--- src/rtl/id_hazard_if.sv ---
// Signal bundle between the decode stage datapath and its hazard controller.
interface id_hazard_if #(
    parameter int CNT_W = 16
);
    logic [31:0]      IF_ID_instr;
    logic             id_ex_memread;
    logic [4:0]       id_ex_rt;
    logic             branch_taken;
    logic             pc_write;
    logic             if_id_write;
    logic             if_id_flush;
    logic             id_ex_bubble;
    logic             ext_zero;
    logic [CNT_W-1:0] stall_count;

    modport master (
        output IF_ID_instr, id_ex_memread, id_ex_rt, branch_taken,
        input  pc_write, if_id_write, if_id_flush, id_ex_bubble, ext_zero, stall_count
    );

    modport slave (
        input  IF_ID_instr, id_ex_memread, id_ex_rt, branch_taken,
        output pc_write, if_id_write, if_id_flush, id_ex_bubble, ext_zero, stall_count
    );
endinterface

--- src/rtl/id_hazard_ctrl.sv ---
// Decode-stage pipeline controller: load-use stalls, taken-branch flushes,
// post-reset flush hold, immediate extender select and a load-use stall counter.
module id_hazard_ctrl #(
    parameter int INIT_CYCLES    = 4,
    parameter int LOAD_STALL     = 1,
    parameter int BRANCH_PENALTY = 2,
    parameter int CNT_W          = 16
) (
    input  logic       clk,
    input  logic       rst_n,
    id_hazard_if.slave bus
);
    localparam int MAX_CNT = (INIT_CYCLES > LOAD_STALL) ?
        ((INIT_CYCLES > BRANCH_PENALTY) ? INIT_CYCLES : BRANCH_PENALTY) :
        ((LOAD_STALL  > BRANCH_PENALTY) ? LOAD_STALL  : BRANCH_PENALTY);
    localparam int CW = $clog2(MAX_CNT) + 1;

    typedef enum logic [1:0] {S_INIT, S_RUN, S_STALL, S_FLUSH} state_t;

    state_t           r_state, w_state_nxt;
    logic [CW-1:0]    r_cnt, w_cnt_nxt;
    logic [CNT_W-1:0] r_stall_count;
    logic             w_stall_inc;
    logic             w_pc_write, w_if_id_write, w_if_id_flush, w_id_ex_bubble;

    logic [5:0] w_op;
    logic [4:0] w_rs, w_rt;
    logic       w_uses_rt, w_hazard, w_unused;

    assign w_op     = bus.IF_ID_instr[31:26];
    assign w_rs     = bus.IF_ID_instr[25:21];
    assign w_rt     = bus.IF_ID_instr[20:16];
    assign w_unused = ^bus.IF_ID_instr[15:0];

    // R-type, beq, bne and sw read rt as a source; everything else only reads rs.
    assign w_uses_rt = (w_op == 6'h00) || (w_op == 6'h04) || (w_op == 6'h05) || (w_op == 6'h2B);
    assign w_hazard  = bus.id_ex_memread && (bus.id_ex_rt != 5'd0) &&
                       ((bus.id_ex_rt == w_rs) || (w_uses_rt && (bus.id_ex_rt == w_rt)));

    assign bus.ext_zero = (w_op == 6'h0C) || (w_op == 6'h0D) || (w_op == 6'h0E);

    always_comb begin
        // NOTE: every signal gets a default first so no path through the case infers a latch.
        w_state_nxt    = r_state;
        w_cnt_nxt      = r_cnt;
        w_stall_inc    = 1'b0;
        w_pc_write     = 1'b1;
        w_if_id_write  = 1'b1;
        w_if_id_flush  = 1'b0;
        w_id_ex_bubble = 1'b0;
        case (r_state)
            S_INIT: begin
                w_pc_write     = 1'b0;
                w_if_id_write  = 1'b0;
                w_if_id_flush  = 1'b1;
                w_id_ex_bubble = 1'b1;
                if (r_cnt == '0) w_state_nxt = S_RUN;
                else             w_cnt_nxt   = r_cnt - CW'(1);
            end
            S_RUN, S_STALL: begin
                // A taken branch squashes the stalled instruction, so it wins over a stall.
                if (bus.branch_taken) begin
                    w_if_id_flush  = 1'b1;
                    w_id_ex_bubble = 1'b1;
                    if (BRANCH_PENALTY == 1) begin
                        w_state_nxt = S_RUN;
                    end else begin
                        w_state_nxt = S_FLUSH;
                        w_cnt_nxt   = CW'(BRANCH_PENALTY - 2);
                    end
                end else if ((r_state == S_STALL) || w_hazard) begin
                    w_pc_write     = 1'b0;
                    w_if_id_write  = 1'b0;
                    w_id_ex_bubble = 1'b1;
                    w_stall_inc    = 1'b1;
                    if (r_state == S_RUN) begin
                        if (LOAD_STALL == 1) begin
                            w_state_nxt = S_RUN;
                        end else begin
                            w_state_nxt = S_STALL;
                            w_cnt_nxt   = CW'(LOAD_STALL - 2);
                        end
                    end else if (r_cnt == '0) begin
                        w_state_nxt = S_RUN;
                    end else begin
                        w_cnt_nxt = r_cnt - CW'(1);
                    end
                end
            end
            S_FLUSH: begin
                w_if_id_flush  = 1'b1;
                w_id_ex_bubble = 1'b1;
                if (r_cnt == '0) w_state_nxt = S_RUN;
                else             w_cnt_nxt   = r_cnt - CW'(1);
            end
            default: w_state_nxt = S_INIT;
        endcase
    end

    // NOTE: non-blocking assignments so every register samples pre-edge values together.
    always_ff @(posedge clk or negedge rst_n) begin
        if (!rst_n) begin
            r_state       <= S_INIT;
            r_cnt         <= CW'(INIT_CYCLES - 1);
            r_stall_count <= '0;
        end else begin
            r_state <= w_state_nxt;
            r_cnt   <= w_cnt_nxt;
            if (w_stall_inc && (r_stall_count != {CNT_W{1'b1}}))
                r_stall_count <= r_stall_count + CNT_W'(1);
        end
    end

    assign bus.pc_write     = w_pc_write;
    assign bus.if_id_write  = w_if_id_write;
    assign bus.if_id_flush  = w_if_id_flush;
    assign bus.id_ex_bubble = w_id_ex_bubble;
    assign bus.stall_count  = r_stall_count;
endmodule

--- src/flat_wrapper.sv ---
// flat-port wrapper written by rule: the top's interface ports become plain ports
module id_hazard_ctrl_flat 
#(
    parameter int INIT_CYCLES    = 4,
    parameter int LOAD_STALL     = 1,
    parameter int BRANCH_PENALTY = 2,
    parameter int CNT_W          = 16
)
  (clk, rst_n, bus_IF_ID_instr, bus_id_ex_memread, bus_id_ex_rt, bus_branch_taken, bus_pc_write, bus_if_id_write, bus_if_id_flush, bus_id_ex_bubble, bus_ext_zero, bus_stall_count);
  id_hazard_if #(.CNT_W(CNT_W)) bus_i ();
  input  logic clk;
  input  logic rst_n;
  input wire logic [$bits(bus_i.IF_ID_instr)-1:0] bus_IF_ID_instr;
  input wire logic [$bits(bus_i.id_ex_memread)-1:0] bus_id_ex_memread;
  input wire logic [$bits(bus_i.id_ex_rt)-1:0] bus_id_ex_rt;
  input wire logic [$bits(bus_i.branch_taken)-1:0] bus_branch_taken;
  output wire logic [$bits(bus_i.pc_write)-1:0] bus_pc_write;
  output wire logic [$bits(bus_i.if_id_write)-1:0] bus_if_id_write;
  output wire logic [$bits(bus_i.if_id_flush)-1:0] bus_if_id_flush;
  output wire logic [$bits(bus_i.id_ex_bubble)-1:0] bus_id_ex_bubble;
  output wire logic [$bits(bus_i.ext_zero)-1:0] bus_ext_zero;
  output wire logic [$bits(bus_i.stall_count)-1:0] bus_stall_count;
  assign bus_i.IF_ID_instr = bus_IF_ID_instr;
  assign bus_i.id_ex_memread = bus_id_ex_memread;
  assign bus_i.id_ex_rt = bus_id_ex_rt;
  assign bus_i.branch_taken = bus_branch_taken;
  assign bus_pc_write = bus_i.pc_write;
  assign bus_if_id_write = bus_i.if_id_write;
  assign bus_if_id_flush = bus_i.if_id_flush;
  assign bus_id_ex_bubble = bus_i.id_ex_bubble;
  assign bus_ext_zero = bus_i.ext_zero;
  assign bus_stall_count = bus_i.stall_count;
  id_hazard_ctrl #(.INIT_CYCLES(INIT_CYCLES), .LOAD_STALL(LOAD_STALL), .BRANCH_PENALTY(BRANCH_PENALTY), .CNT_W(CNT_W)) u_core (.clk(clk), .rst_n(rst_n), .bus(bus_i));
endmodule
--- config.mk ---
export PLATFORM = sky130hd
export DESIGN_NAME = id_hazard_ctrl_flat
export DESIGN_NICKNAME = d
export VERILOG_FILES = /design/src/rtl/id_hazard_if.sv /design/src/rtl/id_hazard_ctrl.sv /design/src/flat_wrapper.sv
export SDC_FILE = /design/constraint.sdc
export NUM_CORES = 1
export LEC_CHECK = 0
export CAP_MARGIN = 20
export CORE_MARGIN = 10
export CORE_UTILIZATION = 44
export DETAILED_ROUTE_END_ITERATION = 7
export PLACE_DENSITY = 0.85
export SETUP_SLACK_MARGIN = 0.2
export SKIP_CTS_REPAIR_TIMING = 1
export SYNTH_ARGS = -nofsm -noshare
export SYNTH_HDL_FRONTEND = slang
export SYNTH_SLANG_ARGS = --single-unit
--- constraint.sdc ---
create_clock -name clk -period 4.4 [get_ports clk]
set_clock_uncertainty 0.1 [all_clocks]
set_input_delay 0.88 -clock clk [delete_from_list [all_inputs] [get_ports clk]]
set_output_delay 0.88 -clock clk [all_outputs]
set_load 0.01 [all_outputs]
==> results of run 1 <==
[layout by cell type, fill, tap and decap left out, types with 5 or more instances in the layout]
master,n
nor3_1,5
ha_1,6
dfrtp_1,19
nand4_1,8
inv_1,7
nand2_1,11
xnor2_1,6
clkdlybuf4s50_1,43
nor2_1,10
xor2_1,17
[critical path: stages]
cell             delay [ns]
clkdlybuf4s50_1        0.43
or4_1                  0.53
a2111o_1               0.46
a21oi_2                0.15
or3_1                  0.14
clkdlybuf4s50_1        0.54
[final cells by class]
class                           count  share of cell area (%)
Clock inverter                      1                   0.271
Multi-Input combinational cell    107                    41.2
Timing Repair Buffer               46                    25.1
Tap cell                           31                    2.10
Clock buffer                        3                    1.22
Inverter                            7                    1.42
Sequential cell                    21                    28.6
[worst max-delay path by stage]
| stage | startpoint | endpoint | slack [ns] |
|---|---|---|---|
| floorplan | bus_IF_ID_instr[27] | bus_pc_write | 0.78 |
| global placement | bus_id_ex_rt[0] | bus_pc_write | 0.21 |
| detailed placement | bus_id_ex_rt[0] | bus_if_id_write | 0.14 |
| CTS | bus_id_ex_rt[0] | bus_if_id_write | 0.13 |
| global route | bus_IF_ID_instr[27] | bus_id_ex_bubble | 0.16 |
| finish | bus_IF_ID_instr[27] | bus_id_ex_bubble | 0.28 |
[state kept, by name, indices dropped and copies added, names as in the netlist]
register / flops
u_core.r_cnt: 3
u_core.r_state: 2
u_core.bus.stall_count: 16
[kinds of logic (layout without fill, tap and decap cells)]
family          count (synthesis)  in the layout  synth area share [%]
xor+xnor                       23             23                  15.0
simple gates                   55             55                  22.5
mux                             2              2                  1.68
flops                          21             21                  39.4
compound gates                 21             21                  11.7
fa+ha+maj                       6              6                  5.60
buf+inv                        10             57                  4.20
[per-stage QoR]
| stage | cell area [um2] | util (%) |
|---|---|---|
| after floorplan | 1340 | - |
| after global placement | 1810 | 63.9 |
| after detailed placement | 1810 | 63.9 |
| after CTS | 1840 | 64.9 |
| after global routing | 1840 | 65.2 |
| final | 1840 | 65.2 |
[layer usage]
metal	track usage (%)	share of wire (%)
met5	0	0
met4	1.86	0.41
met2	24.0	56
met3	4.86	7.1
met1	12.3	36
[power by group]
part	leakage, nW	total [mW]	switching, mW	internal [mW]
logic	0.531	0.219	0.109	0.110
clock network	0.0177	0.0935	0.0595	0.0339
registers	0.277	0.243	0.0205	0.223
total	0.826	0.556	0.189	0.366
==> results.py, run 1 <==
metrics = {
    "cts": {
        "cts_tree": "built",
        "clk_pin_slew_ns": 0.12,
        "cts_buffer_depth": 2,
        "clk_latency_ns": 0.31,
        "htreeDepth": 1,
        "clock-sinks": 21,
        "numCtsBuffers": 3,
        "root_buffer": "clkbuf_4",
    },
    "sta": {
        "max_slew_margin_pct": 38.9,
        "hold_viol": 0,
        "fin_crit_sh_pct": 93.7,
        "fin_setup_tns_ns": 0,
        "setup_ws_ns": 0.276,
        "max_freq_ghz": 0.243,
        "holdWs_ns": 0.405,
        "fin_crit_ns": 4.12,
        "rsz0062_at_grt": "no",
        "worstMarginPinSlew_ns": 0.914,
        "finalSetupViolCount": 0,
        "maxSlewViolCount": 0,
    },
    "final_layout": {
        "multiInputGateArea_um2": 761,
        "drive_gt1_share_pct": 7.03,
        "num_antenna_cells": 0,
        "syn2layout_area_growth_pct": 37.5,
        "layout.nets": 233,
        "regArea_um2": 528,
        "instances_no_fill": 216,
        "fillCellCount": 234,
    },
    "outcome": {
        "status": "completed",
    },
    "global_routing": {
        "grt_pass1_wl_um": 5460,
        "grt_antenna_before_repair": 0,
        "grt-ovfl-total": 0,
        "grtUsageTotal_pct": 12.4,
        "grt_max_degree": 22,
        "grt_pass1_vias": 1187,
    },
    "setup_path": {
        "r2r_start": "u_core.r_state[1]",
        "crit_type": "in2out",
        "r2r_cells": 8,
        "cp_max_fo": 3,
        "arrival_ns": 3.14,
        "cp.required_ns": 3.42,
        "r2r_setup_slack_ns": 2.13,
        "cp-end-kind": "output pin",
        "r2r-end": "u_core.bus.stall_count[14]",
        "start_kind": "primary input",
    },
    "synthesis": {
        "async_flop_share_pct": 100,
        "synth_top_area_cell": "dfrtp_1",
        "synth_edf_count": 0,
        "syn-num-nets": 185,
        "synth.top_cell.area_share_pct": 35.4,
        "netlist_area_um2": 1340,
        "synthTopCellsByArea": "dfrtp_1 (35%), xor2_1 (11%), ha_1 (5.6%)",
        "synth_cell_types": 40,
        "synth_top_flop_cell": "dfrtp_1",
        "synth.most_common_cell": "dfrtp_1",
        "ys.warnings.count": 0,
        "ys_seq_area_share_pct": 39.4,
        "syn_area_per_cell_um2": 9.72,
        "netlist_instances": 138,
        "synth_common_cells": "dfrtp_1 (19), xor2_1 (17), nand2_1 (11)",
        "ys_ff_latch": 21,
    },
    "drt": {
        "finalWirelength_um": 3430,
        "wl_per_cell_um": 15.9,
        "vias": 1171,
        "drt.antenna.violating_nets": 0,
        "viasPerCell": 5.42,
        "drt_iter0_markers": 52,
        "remaining_drc_errors": 0,
        "dr.pass1.iters": 4,
    },
    "place": {
        "dp.cells": 212,
        "dp_slack_ns": 0.144,
        "io_buffers": 45,
        "hpwl_um": 2820,
        "place_congestion": 0.820,
    },
    "hold_path": {
        "hold_start": "u_core.bus.stall_count[9]",
        "holdPathEnd": "u_core.bus.stall_count[9]",
        "hold_depth": 1,
        "min_path_type": "reg2reg",
    },
    "floorplan": {
        "rows": 19,
        "start_util_pct": 47.4,
        "die_x_um": 75.2,
        "die_area_um2": 5660,
        "die_height_um": 75.2,
        "io_pins": 62,
        "core_area_um2": 2830,
    },
    "flow_run": {
        "drv_cap": 0,
    },
    "pwr": {
        "power.density_nw_per_um2": 301,
        "p_total_mw": 0.556,
        "p_leak_nw": 0.826,
        "peakVddDrop_mv": 0.193,
    },
}
Note: power is estimated with default switching activity, not from simulation.
==> run 2, diff against run 1 <==
--- a/config.mk
+++ b/config.mk
@@ -6,10 +6,12 @@
 export NUM_CORES = 1
 export LEC_CHECK = 0
 export CAP_MARGIN = 20
+export CELL_PAD_IN_SITES_DETAIL_PLACEMENT = 1
+export CELL_PAD_IN_SITES_GLOBAL_PLACEMENT = 1
 export CORE_MARGIN = 10
-export CORE_UTILIZATION = 44
+export CORE_UTILIZATION = 32
 export DETAILED_ROUTE_END_ITERATION = 7
-export PLACE_DENSITY = 0.85
+export PLACE_DENSITY_LB_ADDON = 0.1
 export SETUP_SLACK_MARGIN = 0.2
 export SKIP_CTS_REPAIR_TIMING = 1
 export SYNTH_ARGS = -nofsm -noshare
==> constraint.sdc (replaced) <==
create_clock -name clk -period 5.1 [get_ports clk]
set_clock_uncertainty 0.1 [all_clocks]
set_input_delay 1.02 -clock clk [delete_from_list [all_inputs] [get_ports clk]]
set_output_delay 1.02 -clock clk [all_outputs]
set_load 0.01 [all_outputs]
==> run 2 against run 1 <==
Effect of this change:
- cell count is 9.3% higher
- first-iteration DRC count up 19%
- total power decreased by 6.8%
- largest cell class unchanged
- global-route usage shrank 1.5 points
- highest routed layer unchanged
- core utilization fell by 18 points
- count of clock-buffer cells in the layout is the same
- critical path type unchanged
- sequential power is 14% lower
- sequential share of layout area decreased by 0.92 points
- combinational power down 11%
- via count increased by 1.7%
- flip-flop and latch count unchanged
- setup slack improved by 0.23 ns
==> results.py, run 2 (synthesized netlist as in run 1, its figures left out) <==
metrics = {
    "sta": {
        "maxSlewViolCount": 0,
        "hold_viol": 0,
        "max_slew_margin_pct": 74.9,
        "max_freq_ghz": 0.218,
        "holdWs_ns": 0.393,
        "rsz0062_at_grt": "no",
        "fin_setup_tns_ns": 0,
        "finalSetupViolCount": 0,
        "fin_crit_ns": 4.60,
        "worstMarginPinSlew_ns": 0.367,
        "fin_crit_sh_pct": 90.1,
    },
    "cts": {
        "root_buffer": "clkbuf_8",
        "clk_latency_ns": 0.26,
        "cts_buffer_depth": 2,
        "clock-sinks": 21,
        "cts_tree": "built",
        "htreeDepth": 1,
        "clk_pin_slew_ns": 0.09,
        "numCtsBuffers": 3,
    },
    "pwr": {
        "power.share.sequential_pct": 40.5,
        "p_leak_nw": 0.847,
        "sw_frac_of_total_pct": 33.7,
        "pwr-share-comb_pct": 37.7,
        "clkPwrFrac_pct": 21.8,
        "switching_power_mw": 0.174,
        "peakVddDrop_mv": 0.126,
        "intPower_mw": 0.343,
        "power.density_nw_per_um2": 272,
    },
    "drt": {
        "finalWirelength_um": 3820,
        "drt_iter0_markers": 62,
        "dr.pass1.iters": 4,
        "wl_per_cell_um": 16.2,
        "vias": 1191,
        "remaining_drc_errors": 0,
        "viasPerCell": 5.05,
        "drt.antenna.violating_nets": 0,
    },
    "setup_path": {
        "cp_common_cell": "clkdlybuf4s50_1",
        "r2r_cells": 8,
        "crit_chain": "clkdlybuf4s50_1 > or4_1 > o21ai_0 > a21o_1 > a31o_1 > a21boi_0 > clkdlybuf4s50_1",
        "cp-end-kind": "output pin",
        "crit_slowest_cell": "clkdlybuf4s50_1",
        "start_kind": "primary input",
        "r2r_start": "u_core.r_state[0]",
        "cp.required_ns": 3.98,
        "crit_type": "in2out",
        "r2r-end": "u_core.bus.stall_count[14]",
        "crit_path_max_incr_delay_ns": 0.61,
        "arrival_ns": 3.48,
        "cp_max_fo": 3,
        "r2r_setup_slack_ns": 2.75,
    },
    "hold_path": {
        "min_path_type": "reg2reg",
        "hold_start": "u_core.bus.stall_count[9]",
        "holdPathEnd": "u_core.bus.stall_count[9]",
        "hold_depth": 1,
    },
    "final_layout": {
        "layout_common_cells": "clkdlybuf4s50_1 (45), dfrtp_1 (19), xor2_1 (17), nand2_1 (11), nor2_1 (10)",
        "post-route-util_pct": 47.3,
        "drive_gt1_share_pct": 6.99,
        "largest_reg_flops": 16,
        "syn2layout_area_growth_pct": 42.1,
        "layout_commonest_cell": "clkdlybuf4s50_1",
        "num_antenna_cells": 0,
        "layout.nets": 234,
    },
    "global_routing": {
        "grt_pass1_vias": 1305,
        "grt_pass1_wl_um": 6530,
        "grt-ovfl-total": 0,
        "grtUsageTotal_pct": 10.9,
        "grt_max_degree": 22,
        "grt_antenna_before_repair": 0,
    },
    "flow_run": {
        "drv_cap": 0,
    },
    "floorplan": {
        "rows": 23,
        "die_x_um": 84.7,
        "core_area_um2": 4030,
        "io_pins": 62,
        "die_height_um": 84.7,
        "start_util_pct": 33.3,
        "die_area_um2": 7180,
    },
    "outcome": {
        "status": "completed",
    },
    "place": {
        "io_buffers": 45,
        "hpwl_um": 3090,
        "place_congestion": 0.746,
    },
}
## run 2: cell count changes in the layout (fill, tap and decap cells not counted), sizes merged
cell	change
buf	+1
clkdlybuf4s50	+2
dlymetal6s2s	-2
## run 2: worst max-delay path by stage
stage                        startpoint         endpoint  slack (ns)  cells after the start
floorplan           bus_IF_ID_instr[27]     bus_pc_write        1.20                      7
global placement        bus_id_ex_rt[0]  bus_if_id_write        0.56                      7
detailed placement      bus_id_ex_rt[0]     bus_pc_write        0.51                      7
CTS                     bus_id_ex_rt[0]     bus_pc_write        0.50                      7
global route            bus_id_ex_rt[0]     bus_pc_write        0.30                      7
finish                  bus_id_ex_rt[0]     bus_pc_write        0.50                      7
## run 2: layout make-up
class / instances / area (um2)
Sequential cell: 21 / 528
Clock inverter: 1 / 5.00
Inverter: 7 / 26.3
Clock buffer: 3 / 41.3
Timing Repair Buffer: 47 / 485
Tap cell: 50 / 62.6
Fill cell: 459 / 2120
Multi-Input combinational cell: 107 / 757
## run 2: power groups by stage
stage	clock, mW	sequential (mW)	combinational [mW]
global placement	0	0.212	0.184
finish	0.113	0.210	0.195
floorplan	0	0.211	0.118
CTS	0.116	0.209	0.196
detailed placement	0	0.213	0.194
global route	0.127	0.213	0.223
## run 2: worst max-delay path, delay by kind of cell
family          cells  cell delay, ns
compound gates      4            0.86
simple gates        1            0.52
buf+inv             2            1.07
## run 2: per-layer routing
layer	part of all wire, %	wire length [um]	vias up	track usage, %
li1	-	-	585	-
met4	0.89	34	0	2.69
met3	3.9	150	5	3.00
met5	0	0	-	0
met2	53	2010	15	19.5
met1	42	1620	586	12.4
## run 2: stage by stage
step / total power [mW] / worst slack [ns] / cells / instance area [um2]
after detailed placement: 0.407 / 0.508 / 231 / 1830
final: 0.518 / 0.503 / 236 / 1910
after floorplan: 0.329 / 1.20 / 138 / 1340
after global routing: 0.563 / 0.298 / 236 / 1910
after CTS: 0.521 / 0.498 / 235 / 1880
after global placement: 0.396 / 0.557 / 231 / 1830
==> run 3, diff against run 2 <==
--- a/config.mk
+++ b/config.mk
@@ -10,6 +10,7 @@
 export CELL_PAD_IN_SITES_GLOBAL_PLACEMENT = 1
 export CORE_MARGIN = 10
 export CORE_UTILIZATION = 32
+export CTS_BUF_LIST = sky130_fd_sc_hd__clkbuf_4 sky130_fd_sc_hd__clkbuf_8 sky130_fd_sc_hd__clkbuf_16
 export DETAILED_ROUTE_END_ITERATION = 7
 export PLACE_DENSITY_LB_ADDON = 0.1
 export SETUP_SLACK_MARGIN = 0.2
==> results of run 3 <==
Final layout, timing and power as in run 2 (identical DEF).
